[config.mk]
export PLATFORM = sky130hd
export DESIGN_NAME = vc_rst_seq
export DESIGN_NICKNAME = d
export VERILOG_FILES = /design/src/rtl/vc_pkg.sv /design/src/rtl/vc_sync.sv /design/src/rtl/vc_rst_seq.sv
export SDC_FILE = /design/constraint.sdc
export NUM_CORES = 1
export LEC_CHECK = 0
export ABC_AREA = 0
export BUFFER_PORTS_ARGS = -buffer_cell sky130_fd_sc_hd__buf_2
export CAP_MARGIN = 20
export CORE_MARGIN = 2
export CORE_UTILIZATION = 40
export CTS_BUF_LIST = sky130_fd_sc_hd__clkbuf_4 sky130_fd_sc_hd__clkbuf_8
export CTS_CLUSTER_DIAMETER = 50
export CTS_CLUSTER_SIZE = 16
export DETAILED_ROUTE_END_ITERATION = 16
export GPL_ROUTABILITY_DRIVEN = 1
export PLACE_DENSITY = 0.64
export SYNTH_ARGS = -nofsm -noshare
export SYNTH_HDL_FRONTEND = slang
export SYNTH_SLANG_ARGS = --single-unit
[constraint.sdc]
create_clock -name clk -period 5.26 [get_ports clk]
set_clock_uncertainty 0.15 [all_clocks]
set_input_delay 0.789 -clock clk [delete_from_list [all_inputs] [get_ports clk]]
set_output_delay 0.789 -clock clk [all_outputs]
set_load 0.01 [all_outputs]
[src/rtl/vc_pkg.sv]
// Shared definitions for the reset sequencer: FSM state encoding and
// default parameter values used by vc_rst_seq and its bench.
package vc_pkg;

  typedef enum logic [1:0] {
    ST_ASSERT = 2'd0,
    ST_HOLD   = 2'd1,
    ST_REL    = 2'd2,
    ST_RUN    = 2'd3
  } vc_state_e;

  localparam int VC_NCH   = 3;
  localparam int VC_SYNC  = 2;
  localparam int VC_HOLD  = 16;
  localparam int VC_GAP   = 4;
  localparam int VC_MODEW = 2;
  localparam int VC_WDOG  = 4096;

endpackage

[src/rtl/vc_sync.sv]
// Pad reset synchroniser: SYNC-flop chain that resets to all-ones so the
// synchronised reset reads asserted until real samples have propagated.
module vc_sync #(
  parameter int SYNC = 2
) (
  input  logic clk,
  input  logic reset,
  input  logic d,
  output logic q
);

  logic [SYNC-1:0] chain;

  // Shift the raw pad level through the chain; preset to asserted on reset.
  always_ff @(posedge clk) begin
    if (reset) chain <= '1;
    else       chain <= {chain[SYNC-2:0], d};
  end

  assign q = chain[SYNC-1];

endmodule

[src/rtl/vc_rst_seq.sv]
// Sequenced reset controller: holds all channels in reset while any reset
// cause is present, then releases them one at a time in ascending order.
// Supports masked software resets from RUN. Optional watchdog is enabled by
// defining VC_RST_WDOG_EN; without it kick is ignored and wdog_fired is 0.
module vc_rst_seq
  import vc_pkg::*;
#(
  parameter int NCH   = VC_NCH,
  parameter int SYNC  = VC_SYNC,
  parameter int HOLD  = VC_HOLD,
  parameter int GAP   = VC_GAP,
  parameter int MODEW = VC_MODEW,
  parameter int WDOG  = VC_WDOG
) (
  input  logic             clk,
  input  logic             reset,
  input  logic             rst_n_pin,
  input  logic             ena,
  input  logic [MODEW-1:0] mode_pins,
  input  logic             soft_req,
  input  logic [NCH-1:0]   soft_mask,
  input  logic             kick,
  output logic [NCH-1:0]   ch_reset,
  output logic [MODEW-1:0] boot_mode,
  output logic             ready,
  output logic             wdog_fired
);

  localparam int CMAX = (HOLD > GAP) ? HOLD : GAP;
  localparam int CW   = $clog2(CMAX + 1);

  logic           pad_rst;
  logic           rst_any;
  logic           hard_clr;
  vc_state_e      state;
  logic [CW-1:0]  cnt;
  logic [NCH-1:0] pend;
  logic [NCH-1:0] first;
  logic           soft_seq;
  logic           soft_go;
  logic           wdog_hit;

  vc_sync #(.SYNC(SYNC)) u_sync (
    .clk   (clk),
    .reset (reset),
    .d     (~rst_n_pin),
    .q     (pad_rst)
  );

  assign rst_any  = reset | ~ena | pad_rst;
  assign hard_clr = reset | ~ena;
  // pend holds the channels still waiting for release; take its lowest bit.
  assign first    = pend & (~pend + NCH'(1));
  assign soft_go  = (state == ST_RUN) && soft_req && (|soft_mask);

`ifdef VC_RST_WDOG_EN
  localparam int WW = $clog2(WDOG + 1);
  logic [WW-1:0] wcnt;

  assign wdog_hit = (state == ST_RUN) && !kick && (wcnt == WW'(WDOG - 1));

  // Watchdog counter: runs only in RUN, cleared by kick or leaving RUN.
  always_ff @(posedge clk) begin
    if (rst_any || state != ST_RUN || kick || wdog_hit || soft_go) wcnt <= '0;
    else                                                          wcnt <= wcnt + WW'(1);
  end

  // Sticky trip flag; only a hard reset cause (reset or ena low) clears it.
  always_ff @(posedge clk) begin
    if (hard_clr)      wdog_fired <= 1'b0;
    else if (wdog_hit) wdog_fired <= 1'b1;
  end
`else
  logic unused_kick;
  assign unused_kick = kick;
  assign wdog_hit    = 1'b0;
  assign wdog_fired  = 1'b0;
`endif

  // Sequencer FSM with registered channel resets, ready and boot mode.
  always_ff @(posedge clk) begin
    if (rst_any) begin
      state    <= ST_ASSERT;
      cnt      <= '0;
      pend     <= '1;
      soft_seq <= 1'b0;
      ch_reset <= '1;
      ready    <= 1'b0;
      if (hard_clr) boot_mode <= '0;
    end else begin
      case (state)
        ST_ASSERT: begin
          state <= ST_HOLD;
          cnt   <= '0;
        end
        ST_HOLD: begin
          if (cnt == CW'(HOLD - 1)) begin
            // The first release coincides with the last HOLD cycle.
            cnt      <= '0;
            ch_reset <= ch_reset & ~first;
            pend     <= pend & ~first;
            state    <= ST_REL;
            if (!soft_seq) boot_mode <= mode_pins;
          end else begin
            cnt <= cnt + CW'(1);
          end
        end
        ST_REL: begin
          if (pend == '0) begin
            state <= ST_RUN;
            ready <= 1'b1;
          end else if (cnt == CW'(GAP - 1)) begin
            cnt      <= '0;
            ch_reset <= ch_reset & ~first;
            pend     <= pend & ~first;
          end else begin
            cnt <= cnt + CW'(1);
          end
        end
        ST_RUN: begin
          if (wdog_hit) begin
            // Behaves like a one-cycle rst_any pulse: full sequence restarts.
            state    <= ST_ASSERT;
            cnt      <= '0;
            pend     <= '1;
            soft_seq <= 1'b0;
            ch_reset <= '1;
            ready    <= 1'b0;
          end else if (soft_go) begin
            state    <= ST_HOLD;
            cnt      <= '0;
            pend     <= soft_mask;
            soft_seq <= 1'b1;
            ch_reset <= soft_mask;
            ready    <= 1'b0;
          end
        end
        default: state <= ST_ASSERT;
      endcase
    end
  end

endmodule

==> results of run 1 <==
## registers in the layout, summed over array words and instances, names as in the netlist
register,cells
u_sync.chain,2
ch_reset,3
cnt,5
pend,3
ready,1
boot_mode,2
soft_seq,1
state,2
## final cells by class
class | instances | area share (%)
tap | 30 | 3.141
timing repair buffer | 15 | 6.283
multi-input combinational | 85 | 52.67
inverter | 6 | 1.885
clock buffer | 4 | 2.513
sequential | 19 | 33.51
## cells by family after synthesis
group | after synthesis
compound gates | 38
fa+ha+maj | 7
buf+inv | 10
flops | 19
mux | 1
other cells | 1
simple gates | 38
## power by group through the flow
stage | Clock [uW] | Combinational [uW] | Sequential [uW]
2_1_floorplan | 0 | 5.89 | 152
3_3_place_gp | 0 | 11.7 | 152
3_5_place_dp | 0 | 12.1 | 152
4_1_cts | 85.0 | 12.1 | 148
5_1_grt | 91.9 | 13.4 | 149
6_report | 80.2 | 12.2 | 148
## critical path, cell delays in order, from the launching register on
cell,delay [ns]
dfxtp_1,0.43
inv_1,0.09
ha_1,0.30
nor4b_2,0.22
a211oi_2,0.48
o221ai_1,0.21
a221o_1,0.32
## through the flow
stage / util [%] / hold WS, ns / worst slack (ns)
after global placement: 46.18 / 0.2523 / 2.870
after floorplan: - / 0.2395 / 3.146
after detailed placement: 46.18 / 0.2449 / 2.871
final: 47.37 / 0.2827 / 2.953
after CTS: 47.37 / 0.2858 / 2.988
after global routing: 47.37 / 0.3179 / 2.764
## synth_stat cells (2+ instances only)
cell type	number
dfxtp_1	17
o21ai_0	4
nand3_1	3
ha_1	7
o211ai_1	3
o221ai_1	2
or3_1	2
nor2_1	10
nand4_1	2
clkbuf_1	2
and2_1	3
nand2_1	4
a21o_1	3
nand2b_1	3
inv_1	6
or2_2	2
a221o_1	6
edfxtp_1	2
nor2b_1	2
a21oi_1	6
## final timing paths
check,end,startpoint
setup / recovery,pend[1],state[0]
hold / removal,u_sync.chain[1],u_sync.chain[0]
setup reg to reg,pend[1],state[0]
hold reg to reg,u_sync.chain[1],u_sync.chain[0]
## metal layers
layer	vias to the layer above	GRT usage, %	part of all wire, %
li1	462	-	-
met1	450	18.97	47
met2	22	25.00	48
met3	2	4.186	4.1
met4	0	6.122	0.79
met5	-	0	0
==> summary.md, run 1 <==
| Metric | Value |
|---|---|
| Outcome | finished, final reports clean |
| Die X-Extent | 55.93 um |
| DPL Wire Length | 1683 um |
| Sw Pwr | 53.15 uW |
| CP Class | reg2reg |
| Crit share post-route | approximately 44% |
| Via count | roughly 940 |
| Placed cell area | around 0.0012 sq mm |
| Setup TNS | 0 ns |
| Static leakage | 0.0004707 uW |
| Number of antenna violations at the first check in global routing | 0 |
| Most used DFF post-synth | dfxtp_1 |
| RSZ-0062 raised after global routing | no |
| Mux contribution to synthesized area | 0.9281% |
| First-pass detailed-route iteration total | 4 |
| Cell Int Power | 187.6 uW |
| Antenna-violating nets left | 0 |
| Number of DRC markers in iteration 0 | 17 |
| Avg Inst Size Synth | 9.461 sq um |
| CP endpoint kind | register |
| Clock share of power | 33.3% |
| Synthesized area | 0.001079 sq mm |
| Worst setup SP type | register |
| Post-Syn Instances | 114 |
| CTS Hold Bufs | 0 |
| Worst VDD drop | 144.5 uV |
| Final nets | 148 |
| Combinational family with the most area after synthesis | compound AO/OA/AOI/OAI gates |
| Diodes inserted | 0 |
| Xor/xnor cell area share of the yosys netlist | 0% |
| Gate power share | 5.1% |
| Final min period | approximately 2.3 ns |
| Avg Vias per Cell | roughly 6 |
| Power Dens Cells | 201.5 mW/mm^2 |
| Final wirelength | 2289 um |
| Hold Path Stages | 1 |
| Power Total | 240.7 uW |
| Global-route wire length before repair | 3767 um |
| Slew headroom | between 60 and 70% |
| Netlist cell types | 45 |
| Syn_nets | 132 |
| Flop pwr share | 61.6% |
| # DRC | 0 |
| Post-Synth Adder-Cell Area | under 10% |
| Crit Path Max Fanout | 8 |
| Inserted Clock Buffers | 3 |
| Multi-input gate area | 629.4 sq um |
| CTS root buffer | clkbuf_4 |
| Final std cells w/o fill | about 160 |
| Simple-gate share of the synthesized area | 20.30% |
| Fill count | 267 |
| Clk slew on worst S/H paths | between 0.1 and 0.15 ns |
| Core Box Area | 0.002522 sq mm |
| Commonest non-fill, non-tap cell in the layout | dfxtp_1 |
| CTS tree | built |
| Sw Ratio | ~22% |
| I/O pin total | 18 |
| Synth top area share | 31.55% |
| Clk buf depth | 2 |
| Vias in the first global route | 867 |
| Critical path arrival | ~2.4 ns |
| Initial core utilization | 42.76% |
| Worst path required time | 5.31 ns |
| Post-CTS setup buffer count | 0 |
| Register area share after synthesis | 37.12% |
| HP Class | reg2reg |
| DIE HEIGHT | 55.93 um |
| Final Cell Area | 0.001195 sq mm |
| # Max-Cap Violations | 0 |
| Area grow syn2layout | 10.79% |
| Commonest cells after routing, fill and taps aside | 17 x dfxtp_1, 15 x buf_2, 10 x nor2_1 |
| Die Area | 0.003128 sq mm |
| H-Tree Depth | 1 |
| Grt total ovfl | 0 |
| Routability congestion estimate | 0.8579 |
| Share of layout cells above drive strength 1 | ~20% |
| Gr usage total | 15.27% |
| Reg2Reg Depth | 6 |
| Row Count | 18 |
| Synth async-reset ratio | 0% |
| Leading area contributor after synthesis | dfxtp_1 |
| Reg area | 400.4 sq um |
| Setup violators final | 0 |
| Reg-to-reg slack, setup | 2.95 ns |
| Placed instance count | 155 |
| Largest net degree at the start of global routing | 16 |
| Clock latency on the worst-skew pair | 0.30 ns |
| Post-synth EDFFs | 2 |
| Post-CTS sizing | 0 |
| Max Clock Freq | 0.4335 GHz |
| Compound-Gate Fraction of Synth Area | 28.65% |
| Synth Register Bits | 19 |
| Most area-consuming cells after synthesis | dfxtp_1 32%, ha_1 8.1%, a221o_1 5.6%, edfxtp_1 5.6%, nor2_1 3.5% |
| Sink Count | 19 |
| Final Hold Viols | 0 |
| Worst-margin pin slew | 0.5939 ns |
| Max Slew Vio Count | 0 |
| IO buf count | 15 |
| Ys Warns | 0 |
| Wire per inst | 14.40 um |
No activity file was read; power rests on OpenSTA's default activity.
==> inputs of run 2 (changes only) <==
Clock period 5.26 ns to 2.3 ns, I/O delays scaled along.
==> run 2 against run 1 <==
Critical path type unchanged; die area did not move; critical endpoint is now boot_mode[0]; sequential share of layout area down 0.55 points; sequential power increased by 130%.
==> summary.md, run 2 (same netlist as run 1, synthesis figures left out) <==
| Metric | Value |
|---|---|
| Worst path required time | 2.13 ns (-3.18 ns) |
| I/O pin total | 18 (unchanged) |
| Crit share post-route | 92.78% (+49 points) |
| Setup TNS | 0 ns (unchanged) |
| Static leakage | 0.0004825 uW (+2.5%) |
| Slew headroom | 59.14% (-1.3 points) |
| CP bufs+invs | 1 (unchanged) |
| Die X-Extent | 55.93 um (unchanged) |
| Number of antenna violations at the first check in global routing | 0 (unchanged) |
| Final wirelength | 2196 um (-4.1%) |
| Slowest stage delay, CP | 0.60 ns (+0.12 ns) |
| Clock latency on the worst-skew pair | 0.30 ns (about the same) |
| Clk buf depth | 2 (unchanged) |
| Max Clock Freq | 0.4686 GHz (+8.1%) |
| Grt total ovfl | 0 (unchanged) |
| Critical path's slowest cell | or4b_2 |
| Crit Path Max Fanout | 8 (unchanged) |
| Largest net degree at the start of global routing | 16 (unchanged) |
| Largest Register | cnt |
| Top Registers | cnt (5), ch_reset (3), pend (3) |
| Placed cell area | 0.001187 sq mm (+1.9%) |
| Antenna-violating nets left | 0 (unchanged) |
| Fill count | 252 (-5.6%) |
| # DRC | 0 (unchanged) |
| Via count | 935 (-0.11%) |
| Max Slew Vio Count | 0 (unchanged) |
| Reg2Reg Depth | 4 (-2) |
| CTS root buffer | clkbuf_4 |
| Routability congestion estimate | 0.8588 (+0.10%) |
| First-pass detailed-route iteration total | 4 (unchanged) |
| Final Cell Area | 0.001219 sq mm (+2.0%) |
| Crit-path cells | inv_1 > ha_1 > or4b_2 > o21ai_0 |
| Clk slew on worst S/H paths | 0.12 ns (about the same) |
| Initial core utilization | 42.76% (unchanged) |
| Avg Vias per Cell | 5.772 (-2.0%) |
| Setup violators final | 0 (unchanged) |
| Worst setup SP type | register |
| Final Hold Viols | 0 (unchanged) |
| Diodes inserted | 0 (unchanged) |
| Top Family by Delay on Critical Path | simple AND/OR/NAND/NOR gates |
| CP Class | reg2reg |
| Hold_sp | rst_n_pin |
| Util after Layout | 48.31% (+0.94 points) |
| Commonest non-fill, non-tap cell in the layout | dfxtp_1 |
| Number of DRC markers in iteration 0 | 22 (+5) |
| Inserted Clock Buffers | 3 (unchanged) |
| DIE HEIGHT | 55.93 um (unchanged) |
| Vias in the first global route | 834 (-3.8%) |
| Outcome | finished, final reports clean |
| RSZ-0062 raised after global routing | no |
| CTS tree | built |
| CTS Hold Bufs | 0 (unchanged) |
| HP Class | in2reg |
| Power Dens Cells | 452.4 mW/mm^2 (+120%) |
| Reg2Reg Launch Point | state[1] |
| IO buf count | 15 (unchanged) |
| Area grow syn2layout | 12.99% |
| Hold Path Stages | 2 (+1) |
| End of the worst hold path | u_sync.chain[0] |
| Share of layout cells above drive strength 1 | 23.48% (+3.3 points) |
| Commonest cells after routing, fill and taps aside | 16 x dfxtp_1, 15 x buf_2, 10 x nor2_1 |
| Worst-margin pin slew | 0.6129 ns (+0.01893 ns) |
| Sink Count | 19 (unchanged) |
| Critical path arrival | 1.97 ns (-0.39 ns) |
| CP endpoint kind | register |
| Gr usage total | 14.26% (-1.0 points) |
| Core Box Area | 0.002522 sq mm (unchanged) |
| Max reg flops | 5 (unchanged) |
| DPL Wire Length | 1605 um (-4.7%) |
| Reg-to-reg slack, setup | 0.17 ns (-2.79 ns) |
| Global-route wire length before repair | 3615 um (-4.0%) |
| Final min period | 2.134 ns (-0.1731 ns) |
| Final nets | 151 (+2.0%) |
| H-Tree Depth | 1 (unchanged) |
| Die Area | 0.003128 sq mm (unchanged) |
| Wire per inst | 13.56 um (-5.8%) |
| Worst VDD drop | 319.6 uV (+120%) |
| Row Count | 18 (unchanged) |
| # Max-Cap Violations | 0 (unchanged) |
| Worst reg2reg endpoint | boot_mode[0] |
-- run 2: worst max path at each step --
| stage | from | endpoint | slack, ns | cells past startpoint |
|---|---|---|---|---|
| after floorplan | state[0] | pend[0] | 0.28 | 6 |
| final | state[1] | boot_mode[0] | 0.17 | 4 |
| after global placement | state[0] | ch_reset[0] | 0.14 | 6 |
| after CTS | state[0] | pend[1] | 0.11 | 6 |
| after detailed placement | state[0] | pend[1] | 0.15 | 6 |
| after global routing | state[1] | boot_mode[0] | 0.05 | 4 |
-- run 2: cell type report --
class / instances / area, sq um / area share (%)
Multi-Input combinational cell: 85 / 629.4 / 51.64
Timing Repair Buffer: 18 / 97.59 / 8.008
Tap cell: 30 / 37.54 / 3.080
Inverter: 6 / 22.52 / 1.848
Sequential cell: 19 / 401.6 / 32.96
Clock buffer: 4 / 30.03 / 2.464
-- run 2: power breakdown --
| part | switching (uW) | total (uW) | leakage, uW | internal, uW |
|---|---|---|---|---|
| logic | 15.9 | 27.8 | 0.000304 | 11.9 |
| registers | 1.38 | 339 | 0.000161 | 338 |
| clock network | 105 | 184 | 0.0000184 | 79.3 |
-- run 2: routing by layer --
layer  track usage, %  wire (um)  vias to the layer above
met1            17.43       1067                      447
met3            4.186        101                        2
li1                 -          -                      467
met4            4.082         19                        0
met5                0          0                        -
met2            24.32       1007                       19
-- run 2: what timing repair did --
item,CTS,global route
setup buffers,0,0
setup endpoints to repair,0,6
hold endpoints to repair,0,0
resized for setup,0,2
-- run 2: stage by stage --
step	setup slack (ns)	total power (uW)	hold WS, ns	instances
floorplan	0.2809	361.0	0.2395	114
global placement	0.1432	373.6	0.2508	158
detailed placement	0.1461	374.5	0.2550	158
CTS	0.1058	557.4	0.05161	162
global route	0.05473	574.5	0.04336	162
finish	0.1660	551.4	0.05926	162
